## config.mk

```make
export PLATFORM = sky130hd
export DESIGN_NAME = serial_add_ctrl_flat
export DESIGN_NICKNAME = d
export VERILOG_FILES = /design/src/rtl/serial_add_ctrl_if.sv /design/src/rtl/serial_add_ctrl.sv /design/src/flat_wrapper.sv
export SDC_FILE = /design/constraint.sdc
export NUM_CORES = 1
export LEC_CHECK = 0
export BUFFER_PORTS_ARGS = -buffer_cell sky130_fd_sc_hd__buf_2
export CORE_ASPECT_RATIO = 0.6
export CORE_MARGIN = 2
export CORE_UTILIZATION = 55
export CTS_CLUSTER_DIAMETER = 120
export DETAILED_ROUTE_END_ITERATION = 12
export PLACE_DENSITY = 0.78
export SYNTH_ARGS = -nofsm -noshare
export SYNTH_HDL_FRONTEND = slang
export SYNTH_HIERARCHICAL = 1
export SYNTH_SLANG_ARGS = --single-unit
```

## constraint.sdc

```tcl
create_clock -name sys_clk -period 1.8 [get_ports sys_clk]
set_clock_uncertainty 0.1 [all_clocks]
set_input_delay 0.27 -clock sys_clk [delete_from_list [all_inputs] [get_ports sys_clk]]
set_output_delay 0.27 -clock sys_clk [all_outputs]
set_load 0.1 [all_outputs]
```

## src/rtl/serial_add_ctrl_if.sv

```systemverilog
// Handshake and operand/result bundle for the bit-serial adder controller.
// The sub select exists only when SERIAL_ADD_SUB_EN is defined.
interface serial_add_ctrl_if #(
    parameter int WIDTH = 8
);
    logic             start;
    logic [WIDTH-1:0] in_a;
    logic [WIDTH-1:0] in_b;
`ifdef SERIAL_ADD_SUB_EN
    logic             sub;
`endif
    logic             busy;
    logic             done;
    logic [WIDTH-1:0] sum_out;
    logic             carry_out;

    modport master (
`ifdef SERIAL_ADD_SUB_EN
        output sub,
`endif
        output start, in_a, in_b,
        input  busy, done, sum_out, carry_out
    );

    modport slave (
`ifdef SERIAL_ADD_SUB_EN
        input  sub,
`endif
        input  start, in_a, in_b,
        output busy, done, sum_out, carry_out
    );
endinterface

```

## src/rtl/serial_add_ctrl.sv

```systemverilog
// Bit-serial adder controller: one full-adder slice (two half adders + OR) reused per bit.
// Optional subtract mode is enabled by defining SERIAL_ADD_SUB_EN.
module half_adder (
    input  logic a,
    input  logic b,
    output logic s,
    output logic c
);
    assign s = a ^ b;
    assign c = a & b;
endmodule

// state | meaning
// IDLE  | waiting for start; operands captured on start
// ADD   | one bit pair summed per clock, LSB first
// DONE  | result valid, done pulses for this single cycle
module serial_add_ctrl #(
    parameter int WIDTH = 8,
    parameter int CNT_W = 4
) (
    input  logic             sys_clk,
    input  logic             sys_rst_n,
    serial_add_ctrl_if.slave bus
);
    typedef enum logic [1:0] {
        IDLE = 2'd0,
        ADD  = 2'd1,
        DONE = 2'd2
    } state_t;

    localparam logic [CNT_W-1:0] LAST_BIT = CNT_W'(WIDTH - 1);

    state_t           state;
    logic [CNT_W-1:0] cnt;
    logic             carry;
    logic [WIDTH-1:0] sh_a;
    logic [WIDTH-1:0] sh_b;
    logic [WIDTH-1:0] res;

    logic ha0_s;
    logic ha0_c;
    logic sum_bit;
    logic ha1_c;
    logic carry_next;

    half_adder u_ha0 (.a(sh_a[0]), .b(sh_b[0]), .s(ha0_s),   .c(ha0_c));
    half_adder u_ha1 (.a(ha0_s),   .b(carry),   .s(sum_bit), .c(ha1_c));
    assign carry_next = ha0_c | ha1_c;

    always_ff @(posedge sys_clk or negedge sys_rst_n) begin
        if (!sys_rst_n) begin
            state         <= IDLE;
            cnt           <= '0;
            carry         <= 1'b0;
            sh_a          <= '0;
            sh_b          <= '0;
            res           <= '0;
            bus.busy      <= 1'b0;
            bus.done      <= 1'b0;
            bus.sum_out   <= '0;
            bus.carry_out <= 1'b0;
        end else begin
            case (state)
                IDLE: begin
                    bus.done <= 1'b0;
                    if (bus.start) begin
                        sh_a     <= bus.in_a;
`ifdef SERIAL_ADD_SUB_EN
                        // two's complement subtract: invert B and inject a carry
                        sh_b     <= bus.sub ? ~bus.in_b : bus.in_b;
                        carry    <= bus.sub;
`else
                        sh_b     <= bus.in_b;
                        carry    <= 1'b0;
`endif
                        res      <= '0;
                        cnt      <= '0;
                        bus.busy <= 1'b1;
                        state    <= ADD;
                    end
                end
                ADD: begin
                    sh_a  <= sh_a >> 1;
                    sh_b  <= sh_b >> 1;
                    res   <= {sum_bit, res[WIDTH-1:1]};
                    carry <= carry_next;
                    cnt   <= cnt + CNT_W'(1);
                    if (cnt == LAST_BIT) begin
                        bus.sum_out   <= {sum_bit, res[WIDTH-1:1]};
                        bus.carry_out <= carry_next;
                        bus.busy      <= 1'b0;
                        bus.done      <= 1'b1;
                        state         <= DONE;
                    end
                end
                DONE: begin
                    bus.done <= 1'b0;
                    state    <= IDLE;
                end
                default: begin
                    bus.busy <= 1'b0;
                    bus.done <= 1'b0;
                    state    <= IDLE;
                end
            endcase
        end
    end
endmodule

```

## src/flat_wrapper.sv

```systemverilog
// flat-port wrapper written by rule: the top's interface ports become plain ports
module serial_add_ctrl_flat 
#(
    parameter int WIDTH = 8,
    parameter int CNT_W = 4
)
  (sys_clk, sys_rst_n, bus_start, bus_in_a, bus_in_b, bus_busy, bus_done, bus_sum_out, bus_carry_out);
  serial_add_ctrl_if #(.WIDTH(WIDTH)) bus_i ();
  input  logic sys_clk;
  input  logic sys_rst_n;
  input wire logic [$bits(bus_i.start)-1:0] bus_start;
  input wire logic [$bits(bus_i.in_a)-1:0] bus_in_a;
  input wire logic [$bits(bus_i.in_b)-1:0] bus_in_b;
  output wire logic [$bits(bus_i.busy)-1:0] bus_busy;
  output wire logic [$bits(bus_i.done)-1:0] bus_done;
  output wire logic [$bits(bus_i.sum_out)-1:0] bus_sum_out;
  output wire logic [$bits(bus_i.carry_out)-1:0] bus_carry_out;
  assign bus_i.start = bus_start;
  assign bus_i.in_a = bus_in_a;
  assign bus_i.in_b = bus_in_b;
  assign bus_busy = bus_i.busy;
  assign bus_done = bus_i.done;
  assign bus_sum_out = bus_i.sum_out;
  assign bus_carry_out = bus_i.carry_out;
  serial_add_ctrl #(.WIDTH(WIDTH), .CNT_W(CNT_W)) u_core (.sys_clk(sys_clk), .sys_rst_n(sys_rst_n), .bus(bus_i));
endmodule
```

Word-level counts from Yosys, hierarchy flattened
Index checks and enable logic that the tools add are counted.
Widths: inputs -> output; s select.
{ "totals": {"wordCells": 46, "in_bits": 19, "regBits": 42, "output_inout_bits": 11} }
{ "op_classes": {"mux": 18, "n_bitwise": 6, "eq_ne": 5, "n_reduce_logical": 6, "addsub": 1} }
{ "ops": {"columns": ["operator", "n"], "rows": [
  ["$pmux 8 s2", 3],
  ["$mux 8", 3],
  ["$pmux 4 s2", 1],
  ["$reduce_and 2->1", 3],
  ["$mux 1", 5],
  ["$add 4x1->4 const B", 1],
  ["$eq 4x3->1 const B", 1],
  ["$mux 2", 2],
  ["$mux 4", 1],
  ["$pmux 2 s2", 1],
  ["$pmux 1 s3", 1],
  ["$reduce_and 3->1", 1],
  ["$and 1x1->1", 2],
  ["$eq 2x1->1 const B", 1],
  ["$eq 2x2->1 const B", 1],
  ["$logic_not 2->1", 1],
  ["$ne 2x1->1 const B", 1],
  ["$ne 2x2->1 const B", 1],
  ["$pmux 1 s2", 1],
  ["$reduce_bool 2->1", 1],
  ["$xor 1x1->1", 2],
  ["$not 1->1", 1],
  ["$or 1x1->1", 1]
]} }

Longest topological paths before layout
{ "depth": {"depth_word": 4, "mapped_depth": 6, "mapped_depth_nobuf": 4} }

Cells and area by module
The synthesis kept the hierarchy.
{ "by_module_without_submodules": {"columns": ["module", "instances", "area_per_inst_um2", "cells_each", "seq_area_each_um2"], "rows": [
  ["serial_add_ctrl", 1, 1828.0, 159, 1026.0],
  ["half_adder", 2, 12.5, 1, 0.0]
]} }

Worst setup path after synthesis
Ideal clock, no wire load.
{ "synth_path": {"kind": "reg2reg", "from": "register u_core.cnt[0]", "to": "register u_core.bus.sum_out[0]", "t_required_ns": 1.574, "t_arrival_ns": 1.363, "n_path_buf": 1, "setup_slack_ns": 0.211, "setup_ns": 0.126, "path_stages_with_launch": 6, "path_cell_list": "dfrtp_1 ha_1 and3b_4 and2_4 buf_6 mux2_4"} }
{ "synth_via": {"elab_chain_len": 2} }
{ "synth_lines": {"columns": ["element", "line_no", "source"], "rows": [
  ["start: declaration", "serial_add_ctrl.sv:34", "logic [CNT_W-1:0] cnt;"],
  ["start signal: assignment", "serial_add_ctrl.sv:87", "cnt <= cnt + CNT_W'(1);"],
  ["$eq 4x3->1", "serial_add_ctrl.sv:88", "if (cnt == LAST_BIT) begin"],
  ["$reduce_and 2->1 (no source line)", null, null],
  ["end signal: assignment", "serial_add_ctrl.sv:89", "bus.sum_out <= {sum_bit, res[WIDTH-1:1]};"],
  ["end: declaration", "serial_add_ctrl_if.sv:30", "output busy, done, sum_out, carry_out"]
]} }
Every way passes these cells.
A chain may end at the register's enable or synchronous reset.

Worst setup path after layout
{ "layout_path": {"from": "register u_core.state[1]", "to": "register u_core.sh_b[3]"} }
{ "layout_via": {"elab_chain_len": 3} }
{ "layout_lines": {"columns": ["element", "line_no", "source"], "rows": [
  ["start: declaration", "serial_add_ctrl.sv:33", "state_t state;"],
  ["start signal: assignment", "serial_add_ctrl.sv:52", "state <= IDLE;"],
  ["start signal: assignment", "serial_add_ctrl.sv:79", "state <= ADD;"],
  ["start signal: assignment", "serial_add_ctrl.sv:93", "state <= DONE;"],
  ["$eq 2x1->1 / $logic_not 2->1 (equally long branches)", "serial_add_ctrl.sv:63", "case (state)"],
  ["$reduce_bool 2->1 (no source line) / $ne 2x2->1 (equally long branches)", null, null],
  ["$reduce_and 2->1 (no source line)", null, null],
  ["end signal: assignment", "serial_add_ctrl.sv:73", "sh_b <= bus.in_b;"],
  ["end signal: assignment", "serial_add_ctrl.sv:84", "sh_b <= sh_b >> 1;"],
  ["end: declaration", "serial_add_ctrl.sv:37", "logic [WIDTH-1:0] sh_b;"]
]} }
Several ways; a longest one is shown, not always the timed one.

==> flow_summary.toml <==
[status]
status = "finished, final reports clean"

[finish]
final_net_count = 215
proportion_of_layout_cells_with_a_drive_suffix_above_1_pct = 29.38
n_antenna_cell = 0
postLayoutCellArea_um2 = 2175
layoutNonFillerInstCount = 239
flow.area_growth_from_synthesis_pct = 17.35
filler_cell_count = 245

[setup_path]
timing.critical_path.from_type = "flip-flop"
setup.reg_to_reg.worst_slack_ns = 0.16
crit_path_end = "u_core/sh_b[3]$_DFFE_PN0P_"
worst_setup_path_startpoint = "u_core/state[1]$_DFFE_PN0P_"
critPathMaxFanout = 15
worst-endpoint-required_ns = 1.91
cp_num_cells = 3
crit_buf_inv = 0
critical-path-max-stage-delay_ns = 0.60
worstSetupPathType = "reg -> reg"
crit_path_cell_trace = "and2b_1 > a21oi_1 > o21ai_0"
cp_endpoint_kind = "flip-flop"
r2r_cells = 3
worst_r2r_endpoint = "u_core/sh_b[3]$_DFFE_PN0P_"
critical_path.top_delay_family = "simple AND/OR/NAND/NOR gates"
reg2reg_from = "u_core/state[1]$_DFFE_PN0P_"
crit_path_top_delay_cell = "sky130_fd_sc_hd__and2b_1"
timing.critical_path.arrival_ns = 1.75

[routing]
detail_route.drc_violations = 0
route.detailed.vias_per_inst = 5.695
drt.antenna.violating_nets = 0
drt-wirelength-per-cell_um = 16.02
iteration_0_drc_markers = 126
via_count = 1361
wl_um = 3829
drt_pass1_iterations = 4

[global_routing]
busiest_layer = "met2"
gr-usage-met3_pct = 6.296
use_met1_pct = 31.57
gr-usage-all-layers_pct = 21.99
gr-usage-met2_pct = 32.48
overflow = 0
grt_antenna_before_repair = 0
vias_in_the_first_global_route = 1337
grt_max_degree = 42
grt_pass1_wl_um = 6451

[sta]
min_period_ns = 1.644
max_freq_mhz = 608.3
final.hold.worst_slack_ns = 0.1655
final-hold-violation-count = 0
post-route-period-util_pct = 91.33
setup_viol = 0
timing.max_slew.rel_slack_pct = 66.47
timing_worst_slew_pin_value_ns = 0.5030
unrepaired_setup_endpoints_after_global_routing = "false"
final_max_slew_viol_count = 0
final.setup.tns_ns = 0

[clocking]
cts_max_level = 2
numCtsBuffers = 5
post_cts_buffers = 0
clock-root-buffer = "sky130_fd_sc_hd__clkbuf_8"
worst_skew_pair.late_latency_ns = 0.29
number_of_clock_sinks = 41
cts_buffer_depth = 2
hold_buffers = 1
tritoncts = "built"
clkSlewWorstSetupHoldPaths_ns = 0.08
post_cts_resize_count = 0

[logic_synthesis]
muxShareOfSynthArea_pct = 7.090
synth_compound_gate_area_share_pct = 19.65
synth-adder-area-share_pct = 2.026
synth.yosys.warnings = 6
postSynthAreaPerCell_um2 = 11.51
synth.ff_latch_count = 41
synth_simple_gate_area_share_pct = 11.95
ys.flop_type = "sky130_fd_sc_hd__dfrtp_1"
synth_nets = 183
number_of_enable_flip_flop_cells_after_synthesis = 0
cells_after_synthesis = 161
share_of_the_synthesized_netlist_area_taken_by_xor_and_xnor_gates_pct = 0
share_of_synthesized_area_occupied_by_flip_flops_and_latches_pct = 55.37
ys_async_sr_fraction_pct = 100.0
synth.cell_area_um2 = 1853
combinational_family_with_the_most_area_after_synthesis = "compound AO/OA/AOI/OAI gates"
ys_types = 26

[power_and_ir_drop]
fin_total_pwr_mw = 4.643
powerDensity_nw_per_um2 = 2135
power_leakage_nw = 1.051
maximum_resistive_drop_on_vdd_mv = 1.143

[die]
floorplan.die.height_um = 48.96
initial_utilization_pct = 57.14
floorplan.rows = 16
core_um2 = 3243
ioPinCount = 30
dieWidth_um = 78.94
floorplan.die_area_um2 = 3865

[placed_design]
placed_cells_incl_taps = 230
dpl_cell_area_um2 = 2031
port_buffers = 29
gp_congestion = 0.7776
dpl.hpwl_um = 2537

[hold_path]
hold_path.class = "in -> reg"

[job]
drv_cap = 0
## worst register-to-register path, stage by stage, from the launching register on
cell,delay (ns)
sky130_fd_sc_hd__dfrtp_1,0.57
sky130_fd_sc_hd__and2b_1,0.60
sky130_fd_sc_hd__a21oi_1,0.13
sky130_fd_sc_hd__o21ai_0,0.17
## power by group
| part | leakage [nW] | internal, mW | total, mW | switching, mW |
|---|---|---|---|---|
| sequential | 0.533 | 1.30 | 1.60 | 0.300 |
| clock | 0.0681 | 0.551 | 0.873 | 0.322 |
| combinational | 0.450 | 0.697 | 2.17 | 1.47 |
## area by class of cell
| class | count | area, um^2 | area share (%) |
|---|---|---|---|
| Sequential cell | 41 | 1026 | 47.18 |
| Multi-Input combinational cell | 108 | 754.5 | 34.69 |
| Timing Repair Buffer | 36 | 200.2 | 9.206 |
| Clock buffer | 5 | 68.82 | 3.165 |
| Clock inverter | 3 | 65.06 | 2.992 |
| Tap cell | 45 | 56.30 | 2.589 |
| Inverter | 1 | 3.754 | 0.1726 |
## worst min-delay path by stage
stage | from | endpoint | slack [ns] | depth (start not counted)
final | bus_in_a[3] | u_core/sh_a[3]$_DFFE_PN0P_ | 0.17 | 3
after detailed placement | sys_rst_n | u_core/sh_a[7]$_DFFE_PN0P_ | 0.26 | 2
after global placement | sys_rst_n | u_core/sh_a[7]$_DFFE_PN0P_ | 0.26 | 2
after floorplan | sys_rst_n | u_core/bus.busy$_DFFE_PN0P_ | -0.13 | 0
after global routing | bus_in_a[5] | u_core/sh_a[5]$_DFFE_PN0P_ | 0.20 | 3
after CTS | bus_in_a[4] | u_core/sh_a[4]$_DFFE_PN0P_ | 0.16 | 3
## cells in the final DEF, fill, tap and decap left out, drive strengths merged
master	n
bufinv	2
nor2	5
nand3	3
and2b	4
a21oi	17
nand2	9
a22oi	12
nand2b	1
inv	1
buf	35
clkbuf	5
or3	1
ha	3
o21bai	1
o32ai	1
o21ai	18
dfrtp	41
and2	1
clkinv	1
nor2b	11
a22o	9
and3b	3
mux2	9
dlygate4sd3	1
## per-layer routing
layer | vias up | share of wire, %
met1 | 667 | 47
li1 | 641 | -
met5 | - | 0
met2 | 47 | 46
met3 | 6 | 6.2
met4 | 0 | 1.1
## stage by stage
stage	worst slack, ns	utilization [%]
6_report	0.1560	67.05
5_1_grt	0.01063	67.05
4_1_cts	0.1732	67.05
3_5_place_dp	0.1931	62.62
3_3_place_gp	0.2473	62.62
2_1_floorplan	0.2111	-
## registers in the layout (all words and copies together), names as in the netlist, 2 cells and up
register	cells
u_core/cnt	4
u_core/sh_a	8
u_core/res	7
u_core/bus.sum_out	8
u_core/sh_b	8
u_core/state	2
## synthesized netlist by cell type, types with 2 or more instances
cell type,number,area [um^2]
sky130_fd_sc_hd__and3b_1,2,17.52
sky130_fd_sc_hd__nand3_1,3,15.01
sky130_fd_sc_hd__dfrtp_1,41,1026
sky130_fd_sc_hd__clkbuf_1,3,11.26
sky130_fd_sc_hd__ha_1,3,37.54
sky130_fd_sc_hd__a22o_1,9,78.83
sky130_fd_sc_hd__buf_6,2,22.52
sky130_fd_sc_hd__a22oi_1,12,90.09
sky130_fd_sc_hd__mux2_4,8,120.1
sky130_fd_sc_hd__nand2_1,9,33.78
sky130_fd_sc_hd__nor2b_1,10,62.56
sky130_fd_sc_hd__and2b_1,4,30.03
sky130_fd_sc_hd__buf_2,4,20.02
sky130_fd_sc_hd__buf_4,2,15.01
sky130_fd_sc_hd__a21oi_1,17,85.08
sky130_fd_sc_hd__o21ai_0,18,90.09
sky130_fd_sc_hd__nor2_1,5,18.77
## cells by family after synthesis
family                   after synthesis
AO/OA/AOI/OAI                         58
adder cells (fa/ha/maj)                3
buffers and inverters                 12
flip-flops                            41
multiplexers                           9
AND/OR/NAND/NOR                       38
Power figures use the tool's default switching activity.
